## src/rtl/scalar_core_pkg.sv

```systemverilog
// Shared types and constants for the scalar core: opcodes, FSM states,
// flag bit positions and instruction field positions.
package scalar_core_pkg;

    typedef enum logic [3:0] {
        OP_NOP = 4'h0,
        OP_JMP = 4'h1,
        OP_LD  = 4'h2,
        OP_ST  = 4'h3,
        OP_MOV = 4'h4,
        OP_ADD = 4'h5,
        OP_SUB = 4'h6,
        OP_LDI = 4'h7,
        OP_CFR = 4'h8,
        OP_BZ  = 4'h9,
        OP_MUL = 4'hA,
        OP_HLT = 4'hF
    } opcode_e;

    typedef enum logic [1:0] {
        ST_FETCH,
        ST_EXEC,
        ST_MEM,
        ST_HALT
    } state_e;

    // flags = {Z,N,C,V}
    localparam int FLAG_Z = 3;
    localparam int FLAG_N = 2;
    localparam int FLAG_C = 1;
    localparam int FLAG_V = 0;

    localparam int OP_LSB  = 12;
    localparam int RD_LSB  = 8;
    localparam int RS_LSB  = 4;
    localparam int IMM_LSB = 0;
    localparam int IMM_W   = 8;

endpackage

```

## src/rtl/scalar_core_alu.sv

```systemverilog
// Combinational add/sub (and optional unsigned multiply) with Z/N/C/V flags.
// The multiplier exists only when SCALAR_CORE_MUL_EN is defined.
module scalar_core_alu
    import scalar_core_pkg::*;
#(
    parameter int DW = 16
) (
    input  opcode_e         op,
    input  logic [DW-1:0]   a,
    input  logic [DW-1:0]   b,
    output logic [DW-1:0]   result,
    output logic [3:0]      flags
);

    logic [DW:0] sum;
    logic [DW:0] diff;
    logic        carry;
    logic        ovf;

    assign sum  = {1'b0, a} + {1'b0, b};
    assign diff = {1'b0, a} - {1'b0, b};

`ifdef SCALAR_CORE_MUL_EN
    logic [2*DW-1:0] prod;
    assign prod = {{DW{1'b0}}, a} * {{DW{1'b0}}, b};
`endif

    always_comb begin
        result = sum[DW-1:0];
        carry  = sum[DW];
        ovf    = (a[DW-1] == b[DW-1]) && (sum[DW-1] != a[DW-1]);
        case (op)
            // carry is inverted borrow so C=1 means a >= b unsigned
            OP_SUB: begin
                result = diff[DW-1:0];
                carry  = ~diff[DW];
                ovf    = (a[DW-1] != b[DW-1]) && (diff[DW-1] != a[DW-1]);
            end
`ifdef SCALAR_CORE_MUL_EN
            OP_MUL: begin
                result = prod[DW-1:0];
                carry  = |prod[2*DW-1:DW];
                ovf    = 1'b0;
            end
`endif
            default: ;
        endcase
        flags         = '0;
        flags[FLAG_Z] = (result == '0);
        flags[FLAG_N] = result[DW-1];
        flags[FLAG_C] = carry;
        flags[FLAG_V] = ovf;
    end

endmodule

```

## src/rtl/scalar_core.sv

```systemverilog
// Multi-cycle scalar core: FETCH -> EXEC [-> MEM] -> FETCH, HLT parks in HALT.
// Define SCALAR_CORE_MUL_EN to turn opcode A into an unsigned MUL.
module scalar_core
    import scalar_core_pkg::*;
#(
    parameter int DW   = 16,
    parameter int AW   = 16,
    parameter int NREG = 4
) (
    input  logic          clk,
    input  logic          rst,
    output logic          mem_req,
    output logic          mem_we,
    output logic [AW-1:0] mem_addr,
    output logic [DW-1:0] mem_wdata,
    input  logic [DW-1:0] mem_rdata,
    input  logic          mem_ack,
    output logic [3:0]    flags,
    output logic          halted
);

    localparam int RIW = $clog2(NREG);

    state_e           state, state_n;
    logic [AW-1:0]    pc;
    opcode_e          op_r;
    logic [RIW-1:0]   rd_r;
    logic [IMM_W-1:0] imm_r;
    logic [RIW-1:0]   rs;
    logic [DW-1:0]    regs [NREG];
    logic [3:0]       flag_r;
    logic [DW-1:0]    rd_val, rs_val, alu_res;
    logic [3:0]       alu_flags;

    // rs overlaps the upper nibble of imm8, so it is recovered from imm_r
    assign rs     = imm_r[RS_LSB-IMM_LSB +: RIW];
    assign rd_val = regs[rd_r];
    assign rs_val = regs[rs];
    assign flags  = flag_r;
    assign halted = (state == ST_HALT);

    scalar_core_alu #(.DW(DW)) u_alu (
        .op     (op_r),
        .a      (rd_val),
        .b      (rs_val),
        .result (alu_res),
        .flags  (alu_flags)
    );

    always_ff @(posedge clk or posedge rst) begin
        if (rst) state <= ST_FETCH;
        else     state <= state_n;
    end

    always_comb begin
        state_n   = state;
        mem_req   = 1'b0;
        mem_we    = 1'b0;
        mem_addr  = '0;
        mem_wdata = '0;
        case (state)
            ST_FETCH: begin
                mem_req  = 1'b1;
                mem_addr = pc;
                if (mem_ack) state_n = ST_EXEC;
            end
            ST_EXEC: begin
                case (op_r)
                    OP_LD, OP_ST: state_n = ST_MEM;
                    OP_HLT:       state_n = ST_HALT;
                    default:      state_n = ST_FETCH;
                endcase
            end
            ST_MEM: begin
                mem_req = 1'b1;
                if (op_r == OP_ST) begin
                    mem_we    = 1'b1;
                    mem_addr  = AW'(rd_val);
                    mem_wdata = rs_val;
                end else begin
                    mem_addr  = AW'(rs_val);
                end
                if (mem_ack) state_n = ST_FETCH;
            end
            default: ;
        endcase
        // reset must kill a pending request without waiting for a clock
        if (rst) begin
            mem_req   = 1'b0;
            mem_we    = 1'b0;
            mem_addr  = '0;
            mem_wdata = '0;
        end
    end

    always_ff @(posedge clk or posedge rst) begin
        if (rst) begin
            pc     <= '0;
            op_r   <= OP_NOP;
            rd_r   <= '0;
            imm_r  <= '0;
            flag_r <= '0;
            for (int i = 0; i < NREG; i++) regs[i] <= '0;
        end else begin
            case (state)
                ST_FETCH: if (mem_ack) begin
                    op_r  <= opcode_e'(mem_rdata[OP_LSB +: 4]);
                    rd_r  <= mem_rdata[RD_LSB +: RIW];
                    imm_r <= mem_rdata[IMM_LSB +: IMM_W];
                    pc    <= pc + AW'(1);
                end
                ST_EXEC: begin
                    case (op_r)
                        OP_JMP: pc <= AW'(rs_val);
                        OP_BZ:  if (flag_r[FLAG_Z]) pc <= AW'(rs_val);
                        OP_MOV: regs[rd_r] <= rs_val;
                        OP_ADD, OP_SUB: begin
                            regs[rd_r] <= alu_res;
                            flag_r     <= alu_flags;
                        end
`ifdef SCALAR_CORE_MUL_EN
                        OP_MUL: begin
                            regs[rd_r] <= alu_res;
                            flag_r     <= alu_flags;
                        end
`endif
                        OP_LDI: regs[rd_r] <= DW'(imm_r);
                        OP_CFR: regs[rd_r] <= DW'(flag_r);
                        default: ;
                    endcase
                end
                ST_MEM: if (mem_ack && op_r == OP_LD) regs[rd_r] <= mem_rdata;
                default: ;
            endcase
        end
    end

endmodule

```

## config.mk

```make
export PLATFORM = sky130hd
export DESIGN_NAME = scalar_core
export DESIGN_NICKNAME = d
export VERILOG_FILES = /design/src/rtl/scalar_core_pkg.sv /design/src/rtl/scalar_core_alu.sv /design/src/rtl/scalar_core.sv
export SDC_FILE = /design/constraint.sdc
export NUM_CORES = 1
export LEC_CHECK = 0
export CAP_MARGIN = 40
export CORE_MARGIN = 3
export CORE_UTILIZATION = 62
export CTS_BUF_LIST = sky130_fd_sc_hd__clkbuf_8
export CTS_CLUSTER_SIZE = 30
export DETAILED_ROUTE_END_ITERATION = 12
export PLACE_DENSITY = 0.83
export REMOVE_ABC_BUFFERS = 1
export SYNTH_ARGS = -nofsm -noshare
export SYNTH_HDL_FRONTEND = slang
export SYNTH_SLANG_ARGS = --single-unit
```

## constraint.sdc

```tcl
create_clock -name clk -period 6.9 [get_ports clk]
set_input_delay 1.38 -clock clk [delete_from_list [all_inputs] [get_ports clk]]
set_output_delay 1.38 -clock clk [all_outputs]
set_load 0.02 [all_outputs]
```

### Yosys cells after proc, flatten, opt, wreduce, memory -nomap -nowiden

Cells that the tools add are included.

* register bits after elaboration: 100
* bits in latches: 0
* bits in writable memories: 0
* bits in read-only memories: 0
* input port bits: 19
* output and inout bits: 39
* word-level logic and storage cells: 97
* memories: 0

* add/subtract/negate cells: 3
* multipliers: 0
* divide/modulo/power cells: 0
* $lt $le $gt $ge: 3
* equality and inequality tests: 23
* shift-type cells: 0
* mux-type cells: 38
* bitwise gates (word level): 3
* reduce and logical (&&, ||, !) cells: 17

Operators by type and width (count)
* bitwise mux 64 bit: 5
* case mux 64 bit (4 select lines): 1
* two-way mux 16 bit: 13
* case mux 64 bit (2 select lines): 1
* case mux 16 bit (2 select lines): 3
* binary-select mux 16 bit (select 2 bit): 2
* two-way mux 64 bit: 1
* demux 16 bit (select 2 bit): 1
* adder 16 x 16 -> 17 bit: 1
* subtractor 16 x 16 -> 17 bit: 1
* adder 16 x 1 -> 16 bit, second input constant: 1
* == test 4 x 3 -> 1 bit, second input constant: 4
* zero test 16 bit: 1
* == test 4 bit, second input constant: 3
* == test 4 x 2 -> 1 bit, second input constant: 2
* two-way mux 1 bit: 7
* >= comparator 3 bit, second input constant: 2
* != test 2 bit, second input constant: 3
* NOT 2 -> 3 bit: 2
* case mux 2 bit (3 select lines): 1
* AND reduction 3 bit: 2
* OR reduction 2 bit: 3
* != test 5 x 1 -> 1 bit, second input constant: 1
* == test 2 bit, second input constant: 2
* 16 further kinds: 24

### Depth between registers and ports, before layout

* depth after elaboration: 9
* mapped depth: 15
* depth with buffers taken out: 13

### Cells and area by module

A second synthesis with hierarchy kept.

* cells, all modules: 927
* area, all modules: 8557.0 um2

By module, submodules not included
* scalar_core: times used 1, cells an instance 664, area each 6727.7 um2, sequential area each 2502.4 um2
* scalar_core_alu: times used 1, cells an instance 263, area each 1829.3 um2, sequential area each 0.0 um2

### Worst setup path before layout

Ideal clock, no wire load.

* path kind: input to output
* from: in rst
* to: out mem_wdata[10]
* arrival time: 4.840 ns
* required time: 5.520 ns
* slack: 0.680 ns
* cell stages on the path: 5
* buffers on the path: 2
* cells stage by stage: clkbuf_1 > inv_1 > nand3_1 > clkbuf_1 > nor2_1

* word-level cells in the longest chain between the ends: 1

Ends and longest elaborated chain
* from (decl): RTL line scalar_core.sv:11 `input logic rst,`
* two-way mux 16 bit: RTL line scalar_core.sv:88 `if (rst) begin`
* to (decl): RTL line scalar_core.sv:15 `output logic [DW-1:0] mem_wdata,`

No other way between the ends.

### Worst setup path in the final report

* from: in rst
* to: out mem_wdata[7]

Same word-level chain as after synthesis.

==> impl_metrics.toml <==
[floorplan]
io_pins = 58
design.die.area_um2 = 15300
fp.dieH_um = 124
initial_core_util = 0.641
core_area_um2 = 13300
rows = 42
die-width_um = 124

[clock_network]
htreeDepth = 3
clk_path_buf_depth = 2
clkTransAtPathRegs_ps = 110
cts_tree = "built"
postCtsResizedCells = 0
post_cts_buffers = 0
numCtsBuffers = 9
worstSkewPairLatency_ps = 410
root_buffer = "clkbuf_8"
cts_hold_buf = 0
cts.sinks = 100

[min_path]
hold_class = "flop to flop"
whs_path_depth = 2

[setup_path]
cp.buffers_inverters = 3
cp_max_fo = 31
endpoint_kind = "output pin"
crit_chain = "clkdlybuf4s50_1, inv_4, nand3_1, nor2_1, clkdlybuf4s50_1"
worstSetupPathType = "input port to output pin"
path_delay_family = "buffers and inverters"
arrival_ps = 4430
cpMostUsedCell = "clkdlybuf4s50_1"
required_ps = 5520
r2r_cells = 13
cp-start-kind = "input port"
critPathMaxStageDelay_ps = 800
cp_slowest_cell = "clkdlybuf4s50_1"
cp.depth = 5

[final_layout]
area_growth_pct = 10.3
fillers = 1046
final_area_um2 = 9450
drive_above_1_share = 0.122
final_cell_mix = "144 x o21ai_0, 130 x nand2_1, 100 x dfrtp_1, 97 x nor2_1, 64 x a21oi_1"
nets = 1109
seqCellArea_um2 = 2500
final_common_cell = "o21ai_0"
num_antenna_cells = 0
multiInputGateArea_um2 = 5610

[sta]
setup_viol = 0
finalHoldViolCount = 0
finalSetupTns_ps = 0
fin_skew_ps = 21.0
worst_pin_slew_ps = 920
max_freq_ghz = 0.172
min_period_over_period = 0.842
slew_viol_final = 0
slew_headroom = 0.385
fin_crit_ps = 5810
grt_setup_unrepaired = "no"

[synthesis]
yosysWarnings = 0
synth.yosys.seq_area_share = 0.292
synthesis.area_um2 = 8560
ys_types = 82
ys.flop_type = "dfrtp_1"
async_reset_ff_frac = 1.00
ys_ff_latch = 100
synth.avg_cell_area_um2 = 8.28
synth_cells = 1034
synth_edf_count = 0

[global_routing]
grt_overflow = 0
grt.total_usage = 0.355
grt_first_pass_wirelength_um = 41700
antenna_found_initial = 0
grt_pass1_vias = 7745
grt_max_degree = 59

[place]
io_buffers = 57
gp_congestion = 0.982
place_area_um2 = 9220
hpwl_um = 19000

[route]
drt_iter0_markers = 1245
wl_per_cell_um = 21.8
drc_errors = 0
vias = 8578
dr.pass1.iters = 6
ant_nets = 0
viasPerCell = 6.97
wirelength_um = 26800

[run]
drv_cap = 0

[outcome]
outcome = "completed"
per-stage QoR:
stage                     worst slack, ps  instances  hold slack (ps)  utilization
final                                1090       1231              504        0.708
after global routing                  898       1231              538        0.708
after CTS                            1120       1231              505        0.708
after detailed placement             1120       1215              480        0.691
after global placement               1190       1209              465        0.685
after floorplan                       456        960              450            -
path summary, 6_finish.rpt:
check | to | slack (ps) | startpoint
max reg2reg | flags[3] | 2170 | imm_r[5]
max in group asynchronous | regs[49] | 4010 | rst
min | regs[38] | 500 | regs[38]
min reg2reg | regs[38] | 500 | regs[38]
min in group asynchronous | pc[11] | 1880 | rst
max | mem_wdata[7] | 1090 | rst
sequential cells by signal, indices dropped and copies added, names as in the netlist:
register / flops
flags: 4
imm_r: 8
op_r: 4
pc: 16
rd_r: 2
regs: 64
state: 2
synth_stat cells, drive strengths merged (3+ instances only):
master | count | area (µm²)
a211oi | 6 | 45.0
a21o | 12 | 90.1
a21oi | 64 | 320
a221o | 4 | 40.0
a221oi | 7 | 67.6
a22oi | 29 | 218
a311oi | 4 | 41.3
a31oi | 24 | 150
and2 | 6 | 37.5
and3 | 13 | 81.3
buf | 24 | 169
clkbuf | 50 | 188
dfrtp | 100 | 2500
ha | 38 | 475
inv | 32 | 120
mux2 | 38 | 428
mux2i | 7 | 70.1
mux4 | 27 | 608
nand2 | 131 | 499
nand2b | 9 | 56.3
nand3 | 20 | 100
nand4 | 4 | 25.0
nor2 | 100 | 383
nor2b | 17 | 109
nor3 | 14 | 75.1
nor4 | 3 | 33.8
nor4b | 3 | 26.3
o211ai | 3 | 27.5
o21a | 6 | 45.0
o21ai | 146 | 731
o21bai | 3 | 22.5
o22ai | 7 | 43.8
o2bb2ai | 3 | 26.3
o31ai | 22 | 170
or2 | 3 | 18.8
or3 | 4 | 25.0
or4b | 3 | 30.0
xnor2 | 10 | 87.6
xor2 | 4 | 42.6
worst register-to-register path, cell delays in order (launching register included):
cell      delay [ps]
dfrtp_1          430
buf_4            420
mux2_2           400
o21ai_1          550
inv_1            180
fa_1             440
and2b_1          200
a2111o_1         400
o21ai_0          100
xnor2_1          200
nor4b_1          480
nand4b_1         160
or4b_1           500
o31ai_2          180
cell families (layout without fill, tap and decap cells):
kind of cell,count (synthesis),in the layout,share of synthesized area
buffers and inverters,106,127,0.0557
AO/OA/AOI/OAI,360,360,0.260
flip-flops,100,100,0.292
AND/OR/NAND/NOR,342,342,0.188
XOR/XNOR,14,14,0.0152
adder cells (fa/ha/maj),40,40,0.0602
multiplexers,72,72,0.129
final cells by class:
class	count	area share
timing repair buffer	79	0.0811
inverter	32	0.0130
sequential	100	0.265
clock buffer	9	0.0131
multi-input combinational	828	0.594
tap	176	0.0233
clock inverter	7	0.0103
per-layer routing:
metal / up-vias / global-route usage / wire [µm]
met3: 98 / 0.0787 / 3050
met2: 625 / 0.549 / 12100
met5: - / 0.0243 / 43
met1: 4024 / 0.492 / 10700
met4: 2 / 0.129 / 964
li1: 3829 / - / -
Power is not shown: default switching activity piles up to over one toggle a cycle in this logic, so the estimate is an artifact.
